==> src/rtl/segasys1_tilerom_arb.sv <==
// Tile character ROM arbiter for the System 1 video path.
// Gives BG0 and BG1 one guaranteed fetch slot per 8-pixel character period
// and serves an auxiliary reader through a req/ack handshake in the
// remaining cycles. BG data is re-timed so both layers update together on
// the character boundary.
module segasys1_tilerom_arb #(
    parameter int unsigned AW = 14,
    parameter int unsigned DW = 24
) (
    input  logic          VCLKx8,
    input  logic          RESET_N,
    input  logic          VCLK_EN,
    input  logic [2:0]    HPH,
    input  logic          HOLD,
    input  logic [AW-1:0] BG0_AD,
    input  logic [AW-1:0] BG1_AD,
    output logic [DW-1:0] BG0_DT,
    output logic [DW-1:0] BG1_DT,
    output logic          BG_STB,
    input  logic          AUX_REQ,
    input  logic [AW-1:0] AUX_AD,
    output logic          AUX_ACK,
    output logic [DW-1:0] AUX_DT,
    output logic [AW-1:0] ROM_AD,
    input  logic [DW-1:0] ROM_DT
);

    // Owner of the access issued in the previous cycle; steers ROM_DT capture.
    typedef enum logic [1:0] {
        TAG_NONE = 2'd0,
        TAG_BG0  = 2'd1,
        TAG_BG1  = 2'd2,
        TAG_AUX  = 2'd3
    } tag_e;

    typedef enum logic [1:0] {
        A_IDLE = 2'd0,
        A_WAIT = 2'd1,
        A_ACK  = 2'd2
    } aux_state_e;

    aux_state_e    aux_state_q, aux_state_d;
    tag_e          tag_q, tag_d;
    logic [AW-1:0] rom_ad_q, rom_ad_d;
    logic [DW-1:0] bg0_hold_q, bg0_hold_d;
    logic [DW-1:0] bg1_hold_q, bg1_hold_d;
    logic [DW-1:0] bg0_dt_q, bg0_dt_d;
    logic [DW-1:0] bg1_dt_q, bg1_dt_d;
    logic          bg_stb_q, bg_stb_d;
    logic [DW-1:0] aux_dt_q, aux_dt_d;
    logic          aux_ack_q, aux_ack_d;

    logic          bg_slot_cycle;
    logic          slot_bg0;
    logic          slot_bg1;
    logic          aux_issue;
    logic          aux_capture;

    // BG slot decode; a BG slot cycle blocks aux even when HOLD suppresses the slot itself.
    always_comb begin
        bg_slot_cycle = VCLK_EN && ((HPH == 3'd0) || (HPH == 3'd4));
        slot_bg0      = VCLK_EN && (HPH == 3'd0) && !HOLD;
        slot_bg1      = VCLK_EN && (HPH == 3'd4) && !HOLD;
    end

    // Aux FSM state register.
    always_ff @(posedge VCLKx8 or negedge RESET_N) begin
        if (!RESET_N) begin
            aux_state_q <= A_IDLE;
        end else begin
            aux_state_q <= aux_state_d;
        end
    end

    // Aux FSM next state: issue, wait one cycle for data, then one dead cycle.
    always_comb begin
        aux_state_d = aux_state_q;
        unique case (aux_state_q)
            A_IDLE:  if (aux_issue) aux_state_d = A_WAIT;
            A_WAIT:  aux_state_d = A_ACK;
            A_ACK:   aux_state_d = A_IDLE;
            default: aux_state_d = A_IDLE;
        endcase
    end

    // Aux FSM outputs: a pending request is deferred (not dropped) on BG slots and HOLD.
    always_comb begin
        aux_issue   = (aux_state_q == A_IDLE) && AUX_REQ && !HOLD && !bg_slot_cycle;
        aux_capture = (aux_state_q == A_WAIT);
    end

    // Issue mux: at most one access per cycle; idle cycles keep the last address.
    always_comb begin
        rom_ad_d = rom_ad_q;
        tag_d    = TAG_NONE;
        if (slot_bg0) begin
            rom_ad_d = BG0_AD;
            tag_d    = TAG_BG0;
        end else if (slot_bg1) begin
            rom_ad_d = BG1_AD;
            tag_d    = TAG_BG1;
        end else if (aux_issue) begin
            rom_ad_d = AUX_AD;
            tag_d    = TAG_AUX;
        end
    end

    // Data capture by tag, and the character-boundary transfer of the BG holds.
    // The BG0 fetch issued on a boundary lands one edge later, so the transfer
    // always moves data fetched during the previous period.
    always_comb begin
        bg0_hold_d = bg0_hold_q;
        bg1_hold_d = bg1_hold_q;
        aux_dt_d   = aux_dt_q;
        aux_ack_d  = aux_capture;
        if (tag_q == TAG_BG0) bg0_hold_d = ROM_DT;
        if (tag_q == TAG_BG1) bg1_hold_d = ROM_DT;
        if (tag_q == TAG_AUX) aux_dt_d   = ROM_DT;
        bg0_dt_d = slot_bg0 ? bg0_hold_q : bg0_dt_q;
        bg1_dt_d = slot_bg0 ? bg1_hold_q : bg1_dt_q;
        bg_stb_d = slot_bg0;
    end

    // Datapath registers.
    always_ff @(posedge VCLKx8 or negedge RESET_N) begin
        if (!RESET_N) begin
            tag_q      <= TAG_NONE;
            rom_ad_q   <= '0;
            bg0_hold_q <= '0;
            bg1_hold_q <= '0;
            bg0_dt_q   <= '0;
            bg1_dt_q   <= '0;
            bg_stb_q   <= 1'b0;
            aux_dt_q   <= '0;
            aux_ack_q  <= 1'b0;
        end else begin
            tag_q      <= tag_d;
            rom_ad_q   <= rom_ad_d;
            bg0_hold_q <= bg0_hold_d;
            bg1_hold_q <= bg1_hold_d;
            bg0_dt_q   <= bg0_dt_d;
            bg1_dt_q   <= bg1_dt_d;
            bg_stb_q   <= bg_stb_d;
            aux_dt_q   <= aux_dt_d;
            aux_ack_q  <= aux_ack_d;
        end
    end

    assign ROM_AD  = rom_ad_q;
    assign BG0_DT  = bg0_dt_q;
    assign BG1_DT  = bg1_dt_q;
    assign BG_STB  = bg_stb_q;
    assign AUX_DT  = aux_dt_q;
    assign AUX_ACK = aux_ack_q;

endmodule
==> config.mk <==
export PLATFORM = sky130hd
export DESIGN_NAME = segasys1_tilerom_arb
export DESIGN_NICKNAME = d
export VERILOG_FILES = /design/src/rtl/segasys1_tilerom_arb.sv
export SDC_FILE = /design/constraint.sdc
export NUM_CORES = 1
export LEC_CHECK = 0
export ABC_AREA = 0
export BUFFER_PORTS_ARGS = -buffer_cell sky130_fd_sc_hd__clkbuf_2
export CORE_UTILIZATION = 52
export DETAILED_ROUTE_END_ITERATION = 6
export GPL_ROUTABILITY_DRIVEN = 0
export PLACE_DENSITY = 0.87
export SLEW_MARGIN = 10
export SYNTH_ARGS = -nofsm -noshare
export SYNTH_HDL_FRONTEND = slang
export SYNTH_SLANG_ARGS = --single-unit
==> constraint.sdc <==
create_clock -name VCLKx8 -period 2.6 [get_ports VCLKx8]
set_clock_uncertainty 0.15 [all_clocks]
set_input_delay 0.26 -clock VCLKx8 [delete_from_list [all_inputs] [get_ports VCLKx8]]
set_output_delay 0.26 -clock VCLKx8 [all_outputs]
set_load 0.005 [all_outputs]
==> impl_metrics.toml <==
[timing]
worst_slack_ps = 451.1
fin_crit_sh_pct = 82.65
whs_ps = 21.46
fin_tns_setup_ps = 0
layout_min_cycle_time_ps = 2149
tightest_slew_ps = 664.1
hold_viol = 0
rsz0062_at_grt = "no"
maxSlewViolCount = 0
fmax_ghz = 0.4653
maxSlewHeadroom_pct = 55.73
setup_viol = 0

[placement]
dpl.cell_count = 646
place_ws_ps = 418.0
port_buffers = 161
dp_hpwl_um = 8370

[floorplan]
fp.dieH_um = 106.6
initial_core_util_pct = 54.41
rows = 37
die_w_um = 106.6
io_pins = 162
coreArea_mm2 = 0.01046
die-area_mm2 = 0.01137

[synth]
yosys_warnings = 0
ys_seq_area_share_pct = 61.54
synth_edf_count = 0
synthCells = 360
synth.area.top_cells = "dfrtp_1, mux2_2, mux2_4"
ys_seq_elements = 140
synth_top_area_cell = "dfrtp_1"
synth_top_area_share_pct = 61.54
synthesis.nets = 434
mappedNetlistArea_mm2 = 0.005693
postSynth.asyncResetShare_pct = 100.0
synthFlopType = "dfrtp_1"
avgSynthCellArea_um2 = 15.81
synth_cell_types = 24

[pwr]
sw_frac_of_total_pct = 25.35
pwr-share-seq_pct = 45.4
powerDensity_mw_per_mm2 = 950.0
p_switching_mw = 1.811
p_clk_share_pct = 32.8
irDropWorstVdd_mv = 0.5169
leakage_nw = 3.732
p_comb_share_pct = 21.8
p_int_mw = 5.333

[final_layout]
nets = 632
layout_commonest_cell = "clkbuf_2"
fin_cells = 706
nFillCells = 679
diodes = 0
final_core_util_pct = 71.88
final_cell_mix = "clkbuf_2, dfrtp_1, mux2_2"
area_delta_synth_final_pct = 32.11
layout-drive-gt1-share_pct = 57.19

[critical_path]
r2r-end = "ROM_AD[12]"
max_stage_delay_ps = 520
cp.arrival_ps = 2390
path_buf_inv = 3
reg2regPathDepth = 4
ff2ff_setup_slack_ps = 700
path_class = "input pin to flop"
crit_slowest_cell = "dlygate4sd3_1"
start_kind = "input pin"
reg2reg_from = "aux_state_q[1]"
endpoint_kind = "flop"
crit_start = "VCLK_EN"
path_max_fanout = 11
path_cells = "dlygate4sd3_1 -> clkbuf_2 -> or3b_1 -> or3_4 -> inv_1 -> mux2_2"
cp_top_family = "buffers and inverters"
crit_cells = 6
crit_path_end = "BG0_DT[15]"
required_ps = 2840

[clock_tree]
htreeDepth = 4
ctsHoldBuffers = 29
cts_tree = "done"
cts_root_buf = "clkbuf_8"
clkTransAtPathRegs_ps = 60
cts_resized = 0
clk_latency_ps = 510
cts_setup_buffers = 0
cts_buffers = 17
cts.sinks = 140
clock_path_buffers = 2

[global_route]
grt_max_degree = 74
grt_pass1_vias = 3966
grt_usage_pct = 23.09
antenna_found_initial = 0
grt_pass1_wl_um = 19760
overflow = 0

[routing]
routed.top_layer = "met4"
drc = 0
drt-met1-wl_um = 4994
drtAntennaViolNets = 0
avgViaCountPerCell = 5.205
avgRoutedWirePerCell_um = 17.52
drtIter0Drc = 124
drt_wl_total_um = 12370
wl_met3_um = 643
met2_length_um = 6525
via_count = 3675
drtPass1Iterations = 4

[hold_path]
hold_class = "input pin to flop"

[status]
run_status = "complete, no violations"

[run]
cap_violations = 0
==> logic make-up (layout without fill, tap and decap cells) <==
group	after synthesis	after routing	share of synthesized area, %
AND/OR/NAND/NOR	27	27	3.692
buffers and inverters	28	238	2.461
AO/OA/AOI/OAI	17	17	2.242
flip-flops	140	140	61.54
multiplexers	148	148	30.07
==> layout make-up <==
cell class                 count  area, um^2  share of cell area (%)
clock inverter                 7       113.9                   1.514
clock buffer                  24       460.4                   6.122
timing repair buffer         202        1205                   16.02
sequential                   140        3503                   46.58
inverter                       5       18.77                  0.2495
tap                          136       170.2                   2.263
multi-input combinational    192        2049                   27.25
==> through the flow <==
| step | cell area [um^2] | power [mW] |
|---|---|---|
| after CTS | 7521 | 7.196 |
| after floorplan | 5693 | 3.980 |
| after global placement | 6656 | 4.679 |
| after detailed placement | 6656 | 4.802 |
| after global routing | 7521 | 7.485 |
| final | 7521 | 7.145 |
==> worst min path at each step <==
stage / from / endpoint / slack [ps] / cells past startpoint
CTS: BG1_AD[10] / ROM_AD[10] / 0.9 / 4
finish: BG0_AD[3] / ROM_AD[3] / 20 / 4
global placement: RESET_N / BG0_DT[4] / 160 / 1
detailed placement: RESET_N / BG0_DT[4] / 170 / 1
floorplan: RESET_N / AUX_ACK / -190 / 0
global route: BG0_AD[3] / ROM_AD[3] / 9 / 4
==> layer usage <==
layer,global-route usage (%),vias to the layer above
li1,-,1692
met1,27.27,1828
met2,40.00,136
met3,6.626,19
met4,8.611,0
met5,0,-
==> cells in the mapped netlist, types with 2 or more instances <==
cell and instances:
clkbuf_1 16, nor4bb_1 4, o22a_1 10, mux2i_1 24
o22ai_1 4, dfrtp_1 140, mux2_2 104, nor2_1 2
nor4b_1 10, inv_1 5, nor2b_1 2, mux2_4 20
buf_6 4, a21oi_1 3, nand2b_1 3
==> power groups by stage <==
stage	Clock (mW)	Combinational [mW]	Sequential [mW]
floorplan	0	0.765	3.21
global placement	0	1.46	3.22
detailed placement	0	1.54	3.27
CTS	2.38	1.58	3.24
global route	2.47	1.69	3.32
finish	2.35	1.55	3.24
==> registers in the layout, indices dropped and copies added (netlist names) <==
name,flops
aux_state_q,2
bg0_hold_q,24
BG_STB,1
BG0_DT,24
BG1_DT,24
AUX_DT,24
ROM_AD,14
tag_q,2
AUX_ACK,1
bg1_hold_q,24
==> tightest hold or removal path, stage by stage <==
cell and delay [ps]:
clkbuf_2 70, mux2i_1 50, mux2i_1 120, o22a_1 140
No activity file was read; power rests on OpenSTA's default activity.
